[config.mk]
export PLATFORM = sky130hd
export DESIGN_NAME = voice_allocator
export DESIGN_NICKNAME = d
export VERILOG_FILES = /design/src/rtl/voice_allocator.sv
export SDC_FILE = /design/constraint.sdc
export NUM_CORES = 1
export LEC_CHECK = 0
export BUFFER_PORTS_ARGS = -buffer_cell sky130_fd_sc_hd__buf_4
export CAP_MARGIN = 40
export CORE_MARGIN = 4
export CORE_UTILIZATION = 45
export DETAILED_ROUTE_END_ITERATION = 16
export GPL_TIMING_DRIVEN = 1
export PLACE_DENSITY = 0.71
export SYNTH_ARGS = -nofsm -noshare
export SYNTH_HDL_FRONTEND = slang
export SYNTH_SLANG_ARGS = --single-unit
[constraint.sdc]
create_clock -name CLK -period 19.2 [get_ports CLK]
set_input_delay 0.96 -clock CLK [delete_from_list [all_inputs] [get_ports CLK]]
set_output_delay 0.96 -clock CLK [all_outputs]
set_load 0.02 [all_outputs]
[src/rtl/voice_allocator.sv]
// -----------------------------------------------------------------------------
// voice_allocator
//
// Assigns incoming MIDI note events to one of NVOICE synth voices. Each event
// is accepted in IDLE, then the voices are examined one index per cycle in
// SCAN while the best candidates are tracked. One final resolve step applies
// the decision, enters COMMIT and raises the pulses. The result is a fixed
// 18-cycle turnaround per event.
//
// Note-on choice, in order of priority:
//   1. retrigger a held voice already playing the note
//   2. lowest-index voice that is neither held nor busy
//   3. steal the oldest voice (largest age, ties to the lowest index)
// Note-off releases the lowest-index held voice playing the note, if any.
//
// Ports
//   CLK                 system clock, rising edge
//   RST                 asynchronous active-high reset
//   ev_valid/ev_ready   event handshake; ready only in IDLE
//   ev_on/ev_note/ev_vel  event payload (note-on with vel 0 == note-off)
//   voice_busy          per-voice envelope-active flags, sampled during SCAN
//   new_note_pulse      one-hot start pulse, one cycle
//   release_note_pulse  one-hot release pulse, one cycle
//   voice_note          packed per-voice note, voice i at [7i+6:7i]
//   voice_vel           packed per-voice velocity, same packing
//   steal_pulse         high with new_note_pulse when a voice was stolen
// -----------------------------------------------------------------------------
module voice_allocator #(
  parameter int NVOICE = 16,
  parameter int AGE_W  = 8
) (
  input  logic                  CLK,
  input  logic                  RST,
  input  logic                  ev_valid,
  output logic                  ev_ready,
  input  logic                  ev_on,
  input  logic [6:0]            ev_note,
  input  logic [6:0]            ev_vel,
  input  logic [NVOICE-1:0]     voice_busy,
  output logic [NVOICE-1:0]     new_note_pulse,
  output logic [NVOICE-1:0]     release_note_pulse,
  output logic [7*NVOICE-1:0]   voice_note,
  output logic [7*NVOICE-1:0]   voice_vel,
  output logic                  steal_pulse
);

  localparam int IW = $clog2(NVOICE);
  // r_idx runs 0..NVOICE-1 while scanning; NVOICE marks the resolve step
  localparam logic [IW:0]      RESOLVE_IDX = (IW+1)'(NVOICE);
  localparam logic [AGE_W-1:0] AGE_MAX     = '1;

  typedef enum logic [1:0] {
    S_IDLE,
    S_SCAN,
    S_COMMIT
  } state_t;

  state_t r_state;
  state_t w_state_next;

  // latched event
  logic            r_ev_on;     // already folded: note-on with vel 0 is a note-off
  logic [6:0]      r_ev_note;
  logic [6:0]      r_ev_vel;

  // scan progress and running candidates
  logic [IW:0]     r_idx;
  logic            r_match_found;
  logic [IW-1:0]   r_match_idx;
  logic            r_free_found;
  logic [IW-1:0]   r_free_idx;
  logic [IW-1:0]   r_old_idx;
  logic [AGE_W-1:0] r_old_age;

  // per-voice state
  logic [6:0]       r_note [NVOICE];
  logic [6:0]       r_vel  [NVOICE];
  logic [AGE_W-1:0] r_age  [NVOICE];
  logic [NVOICE-1:0] r_held;

  // registered outputs
  logic [NVOICE-1:0] r_new_pulse;
  logic [NVOICE-1:0] r_rel_pulse;
  logic              r_steal;

  logic              w_scan_done;
  logic [IW-1:0]     w_idx;
  logic              w_match_here;
  logic              w_free_here;
  logic              w_older_here;
  logic [IW-1:0]     w_sel_idx;
  logic              w_steal;
  logic [NVOICE-1:0] w_sel_onehot;

  assign w_scan_done = (r_idx == RESOLVE_IDX);
  assign w_idx       = r_idx[IW-1:0];

  // examination of the voice at the current scan index
  assign w_match_here = r_held[w_idx] && (r_note[w_idx] == r_ev_note);
  assign w_free_here  = !r_held[w_idx] && !voice_busy[w_idx];
  // strict '>' keeps the lowest index on equal ages
  assign w_older_here = (r_idx == '0) || (r_age[w_idx] > r_old_age);

  // final choice; for note-off only the match candidate is meaningful
  always_comb begin
    w_sel_idx = r_old_idx;
    w_steal   = 1'b0;
    if (r_match_found) begin
      w_sel_idx = r_match_idx;
    end else if (r_free_found && r_ev_on) begin
      w_sel_idx = r_free_idx;
    end else if (r_ev_on) begin
      w_steal   = 1'b1;
    end
  end

  assign w_sel_onehot = {{(NVOICE-1){1'b0}}, 1'b1} << w_sel_idx;

  // state register
  always_ff @(posedge CLK or posedge RST) begin
    if (RST) begin
      r_state <= S_IDLE;
    end else begin
      r_state <= w_state_next;
    end
  end

  // next-state logic
  always_comb begin
    w_state_next = r_state;
    case (r_state)
      S_IDLE:   if (ev_valid)    w_state_next = S_SCAN;
      S_SCAN:   if (w_scan_done) w_state_next = S_COMMIT;
      S_COMMIT: w_state_next = S_IDLE;
      default:  w_state_next = S_IDLE;
    endcase
  end

  // datapath
  always_ff @(posedge CLK or posedge RST) begin
    if (RST) begin
      r_ev_on       <= 1'b0;
      r_ev_note     <= '0;
      r_ev_vel      <= '0;
      r_idx         <= '0;
      r_match_found <= 1'b0;
      r_match_idx   <= '0;
      r_free_found  <= 1'b0;
      r_free_idx    <= '0;
      r_old_idx     <= '0;
      r_old_age     <= '0;
      r_held        <= '0;
      r_new_pulse   <= '0;
      r_rel_pulse   <= '0;
      r_steal       <= 1'b0;
      for (int i = 0; i < NVOICE; i++) begin
        r_note[i] <= '0;
        r_vel[i]  <= '0;
        r_age[i]  <= '0;
      end
    end else begin
      // pulses are single-cycle by default
      r_new_pulse <= '0;
      r_rel_pulse <= '0;
      r_steal     <= 1'b0;
      case (r_state)
        S_IDLE: begin
          if (ev_valid) begin
            r_ev_on       <= ev_on && (ev_vel != 7'd0);
            r_ev_note     <= ev_note;
            r_ev_vel      <= ev_vel;
            r_idx         <= '0;
            r_match_found <= 1'b0;
            r_free_found  <= 1'b0;
          end
        end
        S_SCAN: begin
          if (!w_scan_done) begin
            if (w_match_here && !r_match_found) begin
              r_match_found <= 1'b1;
              r_match_idx   <= w_idx;
            end
            if (w_free_here && !r_free_found) begin
              r_free_found <= 1'b1;
              r_free_idx   <= w_idx;
            end
            if (w_older_here) begin
              r_old_idx <= w_idx;
              r_old_age <= r_age[w_idx];
            end
            r_idx <= r_idx + 1'b1;
          end else if (r_ev_on) begin
            r_new_pulse          <= w_sel_onehot;
            r_steal              <= w_steal;
            r_note[w_sel_idx]    <= r_ev_note;
            r_vel[w_sel_idx]     <= r_ev_vel;
            r_held[w_sel_idx]    <= 1'b1;
            for (int i = 0; i < NVOICE; i++) begin
              if (IW'(i) == w_sel_idx) begin
                r_age[i] <= '0;
              end else if (r_age[i] != AGE_MAX) begin
                r_age[i] <= r_age[i] + AGE_W'(1);
              end
            end
          end else if (r_match_found) begin
            r_rel_pulse          <= w_sel_onehot;
            r_held[r_match_idx]  <= 1'b0;
          end
        end
        default: ;
      endcase
    end
  end

  assign ev_ready           = (r_state == S_IDLE);
  assign new_note_pulse     = r_new_pulse;
  assign release_note_pulse = r_rel_pulse;
  assign steal_pulse        = r_steal;

  generate
    for (genvar gi = 0; gi < NVOICE; gi++) begin : g_pack
      assign voice_note[7*gi +: 7] = r_note[gi];
      assign voice_vel[7*gi +: 7]  = r_vel[gi];
    end
  endgenerate

endmodule

==> results of run 1 <==
-- worst paths after layout --
check	to	startpoint	slack, ns
setup / recovery	r_old_idx[2]	r_idx[0]	14.54
hold / removal	voice_note[87]	RST	0.27
setup reg to reg	r_old_idx[2]	r_idx[0]	14.54
hold reg to reg	voice_vel[103]	voice_vel[103]	0.48
max in group asynchronous	new_note_pulse[4]	RST	17.29
min in group CLK	voice_vel[103]	voice_vel[103]	0.48
-- state kept, by name, indices dropped and copies added (netlist names) --
name	count
r_old_idx	4
r_idx	5
new_note_pulse	16
r_state	2
r_ev_note	7
r_ev_vel	7
r_free_idx	4
r_match_idx	4
r_match_found	1
r_age	128
steal_pulse	1
r_held	16
voice_note	112
voice_vel	112
release_note_pulse	16
r_free_found	1
r_ev_on	1
r_old_age	8
-- critical path, stage by stage, from the launching register on --
cell and delay [ns]:
dfrtp_4 0.74, buf_4 0.67, mux4_2 0.60, mux4_2 0.48, ha_1 0.30, nor2b_1 0.14
o21a_1 0.16, o21ai_0 0.16, a21oi_1 0.09, o22ai_1 0.20, a21o_1 0.51, mux2_2 0.40
-- per-stage QoR --
step	utilization (%)	cells	hold slack (ns)
after floorplan	-	1808	0.4606
after global placement	51.67	2620	0.4621
after detailed placement	52.11	2629	0.4650
after CTS	55.94	2718	0.2486
after global routing	55.94	2718	0.2577
final	55.94	2718	0.2690
-- logic make-up after synthesis --
kind of cell,synth area share [%]
and+or+nand+nor,13.85
adders and majority gates,1.559
DFF,53.37
muxes,19.54
xor gates and xnor gates,2.812
buffers and inverters,2.699
AOI/OAI and AO/OA,6.171
-- final cells by class --
cell class	instances	area [um2]	share of cell area (%)
clock inverter	25	384.1	1.507
multi-input combinational	1237	9211	36.13
sequential	445	11140	43.71
clock buffer	64	1361	5.339
inverter	27	108.9	0.4270
tap	600	750.7	2.944
timing repair buffer	320	2535	9.943
-- metal layers --
layer  vias to the layer above  GRT usage, %
met5                         -             0
met4                         0         8.153
met3                       105         8.211
met2                       721         40.12
met1                      8178         34.03
li1                       6915             -
-- power groups by stage --
stage               clock network, mW  logic [mW]  registers [mW]
global route                     1.07       0.712            1.23
global placement                    0       0.629            1.22
finish                           1.01       0.662            1.22
floorplan                           0       0.546            1.09
CTS                              1.03       0.654            1.21
detailed placement                  0       0.653            1.23
-- synth_stat cells, drive strengths merged, types with 2 or more instances --
cell and instances:
nor3 12, a221oi 2, nor2b 5, nor2 134, o31ai 13, xor2 58
or2 4, o21a 3, dfrtp 445, o41ai 8, or3 6, o31a 4
and3 38, xnor2 9, nand2b 18, nand3b 2, a32o 7, nand4 38
a2bb2oi 2, inv 25, a41oi 10, mux4 66, a22oi 2, buf 50
nor4 4, mux2i 38, o22ai 4, ha 26, a21boi 5, a2111oi 3
clkbuf 49, nand3 43, a21o 2, mux2 196, and2 8, nand2 339
a22o 2, a21oi 23, a31oi 8, clkinv 2, o21ai 80, o2111ai 4
==> flow_summary.yaml, run 1 <==
drt:
  top_layer_used: "met4"
  wl_met2_mm: 30.07
  drt-total-wl_mm: 64.69
  drt_pass1_iterations: 5
  routed-wl-met3_mm: 6.482
  via_per_inst: 5.857
  wire_per_inst_um: 23.80
  wl_met1_mm: 26.10
  vias: 15920
  drcViolationCount: 0
  ant_nets: 0
  drt_iter0_drc: 1332
place:
  place_area_um2: 23750
  dp_hpwl_mm: 45.91
  portBuffers: 291
  place_ws_ns: 14.59
  gp_congestion: 0.9470
clocking:
  cts_root_buf: "clkbuf_16"
  clk_latency_ns: 0.61
  path_clk_slew_ns: 0.07
  cts_tree: "done"
  cts_resized: 0
  cts_made_buffers: 48
  cts_buffer_depth: 3
  post_cts_buffers: 0
  htree_levels: 2
  cts_hold_buf: 0
  cts_sinks: 445
synthesis:
  synth_top_cell_by_area: "dfrtp_1"
  syn_area_per_cell_um2: 11.54
  syn-cell-area_um2: 20870
  yosys_warnings: 0
  yosysTopAreaCellShare_pct: 53.37
  synthCells: 1808
  ys_types: 69
  synth-main-ff-cell: "dfrtp_1"
  synth_fp_nets: 1868
  ys_seq_area_share_pct: 53.37
  synth_seq_cells: 445
  synth-edff-count: 0
  synthArstFlopShare_pct: 100.0
  synth_area_leaders: "dfrtp_1 53%, mux2_2 10%, mux4_2 7.1%"
global_route:
  grt.total_usage_pct: 25.55
  antenna_found_initial: 1
  grt_pass1_vias: 16300
  grt_max_degree: 121
  grt_pass1_wl_mm: 100.0
  grt_overflow: 0
timing:
  finalCriticalPeriod_ns: 4.657
  fmax_ghz: 0.2147
  slew_viol_final: 0
  min_period_over_period_pct: 24.25
  rsz0062_at_grt: "no"
  skew_ns: 0.03480
  final-setup-viol-count: 0
  hold_viol_final: 0
  slew_headroom_pct: 35.88
  setup_slack_ns: 14.54
  tns_ns: 0
  worst-slew-pin-transition_ns: 0.9618
power:
  p_leak_nw: 12.68
  ir_drop_v: 0.00007493
  clkPwrFrac_pct: 35.0
  switching_share_pct: 34.82
  power_density_nw_per_um2: 113.6
  pwr-share-seq_pct: 42.1
  p_total_mw: 2.896
  p_comb_share_pct: 22.9
  p_sw_mw: 1.009
  p_int_mw: 1.888
floorplanning:
  fp.dieW_um: 223.3
  io_pins: 292
  start_util_pct: 45.78
  fp.dieArea_um2: 49880
  rows: 78
  die_y_um: 223.3
  core_um2: 45580
worst_setup_path:
  crit_path_end_kind: "register"
  worstSetupStartpointType: "register"
  worstPathRequired_ns: 19.66
  ff2ff_path_depth: 11
  arrival_ns: 5.12
  path_class: "register to register"
  cp_max_fo: 42
cells_and_area:
  insertedDiodeCount: 0
  area_growth_pct: 22.19
  final_common_cell: "dfrtp_1"
  fillers: 3739
  layout-drive-gt1-share_pct: 32.86
  final_cell_mix: "442 x dfrtp_1, 339 x nand2_1, 311 x buf_4, 191 x mux2_2, 124 x nor2_1"
  finish.instance_area_um2: 25500
  nets: 2139
worst_hold_path:
  hold_class: "input pin to asynchronous set/reset pin"
flow_run:
  max_cap_violations: 0
run_status:
  status: "complete, no violations"
No activity file was read; power rests on OpenSTA's default activity.
==> run 2: changes to the inputs <==
Settings changed: ABC_AREA set to 1.
Clock period 19.2 ns to 4.7 ns, I/O delays scaled along.
==> run 2 against run 1 <==
First-iteration DRC count is 57% higher. Largest cell class unchanged. Maximum frequency grew 24%. Synthesized cell count is 43% higher. Die area increased by 3.9%. Via count up 22%. Clock power increased to 4.0 times the previous value. Largest power group is now combinational cells. Routed wire length rose by 8.5%. Global-route usage grew 1.3 points. Critical path depth grew 4. Flip-flop and latch count unchanged.
==> flow_summary.yaml, run 2 <==
timing:
  fmax_ghz: 0.2672
  hold_viol_final: 0
  worst-slew-pin-transition_ns: 0.9473
  slew_headroom_pct: 36.78
  skew_ns: 0.02530
  rsz0062_at_grt: "no"
  finalCriticalPeriod_ns: 3.742
  final-setup-viol-count: 0
  min_period_over_period_pct: 79.63
  tns_ns: 0
  slew_viol_final: 0
drt:
  drt_iter0_drc: 2095
  via_per_inst: 5.534
  vias: 19400
  wire_per_inst_um: 20.01
  ant_nets: 0
  drt-total-wl_mm: 70.17
  drcViolationCount: 0
  drt_pass1_iterations: 8
clocking:
  htree_levels: 2
  cts_root_buf: "clkbuf_16"
  cts_sinks: 445
  cts_tree: "done"
  cts_buffer_depth: 3
  clk_latency_ns: 0.60
  path_clk_slew_ns: 0.06
  cts_made_buffers: 48
  post_cts_buffers: 0
flow_run:
  max_cap_violations: 0
synthesis:
  syn-cell-area_um2: 21720
  synth_area_leaders: "dfrtp_1 51%, nand2_1 10%, o21ai_0 7.7%"
  ys_types: 52
  yosysTopAreaCellShare_pct: 51.27
  synthArstFlopShare_pct: 100.0
  synth_fp_nets: 2652
  synth-main-ff-cell: "dfrtp_1"
  syn_area_per_cell_um2: 8.379
  synthCells: 2592
  ys_seq_area_share_pct: 51.27
  synth_top_cell_by_area: "dfrtp_1"
  synth-edff-count: 0
  synth_seq_cells: 445
  yosys_warnings: 0
  synth_common_cells: "578 x nand2_1, 445 x dfrtp_1, 334 x o21ai_0"
  yosysMostFrequentCell: "nand2_1"
power:
  pwr-share-seq_pct: 34.5
  clkPwrFrac_pct: 29.3
  ir_drop_v: 0.0003088
  power_density_nw_per_um2: 525.9
  switching_share_pct: 41.36
  p_leak_nw: 12.53
  p_comb_share_pct: 36.2
  p_int_mw: 8.085
  p_sw_mw: 5.703
  p_total_mw: 13.79
worst_setup_path:
  slowest_stage: "dfrtp_4"
  worstPathRequired_ns: 5.16
  cp_max_fo: 90
  arrival_ns: 4.20
  path_delay_family: "simple AND/OR/NAND/NOR gates"
  path_class: "register to register"
  r2r_start: "r_idx[0]"
  cpPeakStageDelay_ns: 0.81
  crit_chain: "clkinv_2 > buf_12 > o21ai_0 > nand3_1 > a311o_1 > ha_1 > nand2_1 > nor2_1 > nand3_1 > nor2_1 > o21bai_1 > nand2_1 > inv_1 > nand2_1 > o21ai_0"
  cp_num_buf_inv: 3
  worstSetupStartpointType: "register"
  ff2ff_path_depth: 15
  crit_path_end_kind: "register"
  path_common_cell: "nand2_1"
  rr_endpoint: "r_old_age[2]"
  ff2ff_setup_slack_ns: 0.96
floorplanning:
  io_pins: 292
  die_y_um: 227.7
  core_um2: 47750
  start_util_pct: 45.49
  fp.dieW_um: 227.7
  fp.dieArea_um2: 51850
  rows: 80
cells_and_area:
  area_growth_pct: 20.70
  nets: 2915
  regMostFlops: "r_age"
  utilization_pct: 54.91
  final_common_cell: "nand2_1"
  finish.instance_area_um2: 26220
  largest_register_ffs: 128
  layout-drive-gt1-share_pct: 18.72
  final_cell_mix: "578 x nand2_1, 443 x dfrtp_1, 334 x o21ai_0, 313 x buf_4, 263 x inv_1"
  fillers: 4300
  finalNonFillerCells: 3506
global_route:
  antenna_found_initial: 1
  grt_pass1_wl_mm: 109.0
  grt_pass1_vias: 18820
  grt.total_usage_pct: 26.88
  grt_overflow: 0
  grt_max_degree: 135
place:
  portBuffers: 291
  gp_congestion: 0.9265
  place_area_um2: 24390
  placed_cells: 3405
  dp_hpwl_mm: 50.37
worst_hold_path:
  whs_path_depth: 3
  hold_class: "input pin to register"
  holdPathEnd: "r_ev_on"
  holdCritStartpoint: "ev_on"
run_status:
  status: "complete, no violations"
[run 2: cell count changes in the layout (fill, tap and decap cells not counted), moves of 37 or more]
cell	previous run	this run
nand3_1	42	153
o21ai_0	78	334
a21oi_1	23	159
mux2_2	191	0
mux4_2	66	0
nand2_1	339	578
o21ai_1	2	72
mux2i_1	38	0
o21ai_2	0	37
inv_1	22	263
[run 2: layout make-up]
cell class	instances	area (um2)	share of cell area [%]
clock inverter	23	347.8	1.327
inverter	295	1130	4.310
clock buffer	62	1324	5.049
multi-input combinational	1729	8832	33.69
antenna	1	2.502	0.009545
sequential	445	11140	42.50
tap	615	769.5	2.935
timing repair buffer	336	2670	10.18
[run 2: how the worst max path moves through the flow]
stage | cells past startpoint | end | slack, ns | from
after global routing | 15 | r_old_age[6] | 0.70 | r_idx[0]
after detailed placement | 15 | r_old_age[4] | 1.08 | r_idx[0]
final | 15 | r_old_age[2] | 0.96 | r_idx[0]
after global placement | 15 | r_old_age[4] | 1.08 | r_idx[0]
after CTS | 15 | r_old_age[3] | 1.06 | r_idx[0]
after floorplan | 1 | new_note_pulse[0] | -1.55 | RST
[run 2: cell families (layout without fill, tap and decap cells)]
kind of cell | count (synthesis) | in the layout | synth area share, %
xor+xnor | 32 | 32 | 1.290
other cells | 0 | 1 | 0
fa+ha+maj | 26 | 26 | 1.498
simple gates | 1015 | 1015 | 21.02
compound gates | 652 | 652 | 16.48
mux | 4 | 4 | 0.3744
flops | 445 | 445 | 51.27
buf+inv | 418 | 716 | 8.065
[run 2: what timing repair did]
item,in CTS,in global routing
endpoints found under the hold margin,60,0
endpoints found under the setup margin,0,0
hold buffers,15,0
resized for setup,0,0
[run 2: metal layers]
metal | track usage, % | vias up | wire length [um]
li1 | - | 9014 | -
met1 | 37.39 | 9422 | 29470
met2 | 43.01 | 832 | 32570
met3 | 5.471 | 133 | 5916
met4 | 7.984 | 0 | 2212
met5 | 0 | - | 0
[run 2: worst min-delay path: stages]
cell,delay [ns]
buf_4,0.08
nand3_1,0.14
o21ai_0,0.12
[run 2: power by group through the flow]
stage / sequential (mW) / combinational (mW) / clock [mW]
floorplan: 4.67 / 3.38 / 0
detailed placement: 4.79 / 4.90 / 0
global route: 4.79 / 5.47 / 4.25
CTS: 4.73 / 4.94 / 4.09
finish: 4.75 / 5.00 / 4.04
global placement: 4.78 / 4.74 / 0
[run 2: stage by stage]
stage / hold WS (ns) / setup WS, ns
floorplan: 0.3560 / -1.550
global placement: 0.4310 / 1.080
detailed placement: 0.2034 / 1.077
CTS: 0.02251 / 1.060
global route: 0.003276 / 0.6960
finish: 0.03011 / 0.9576
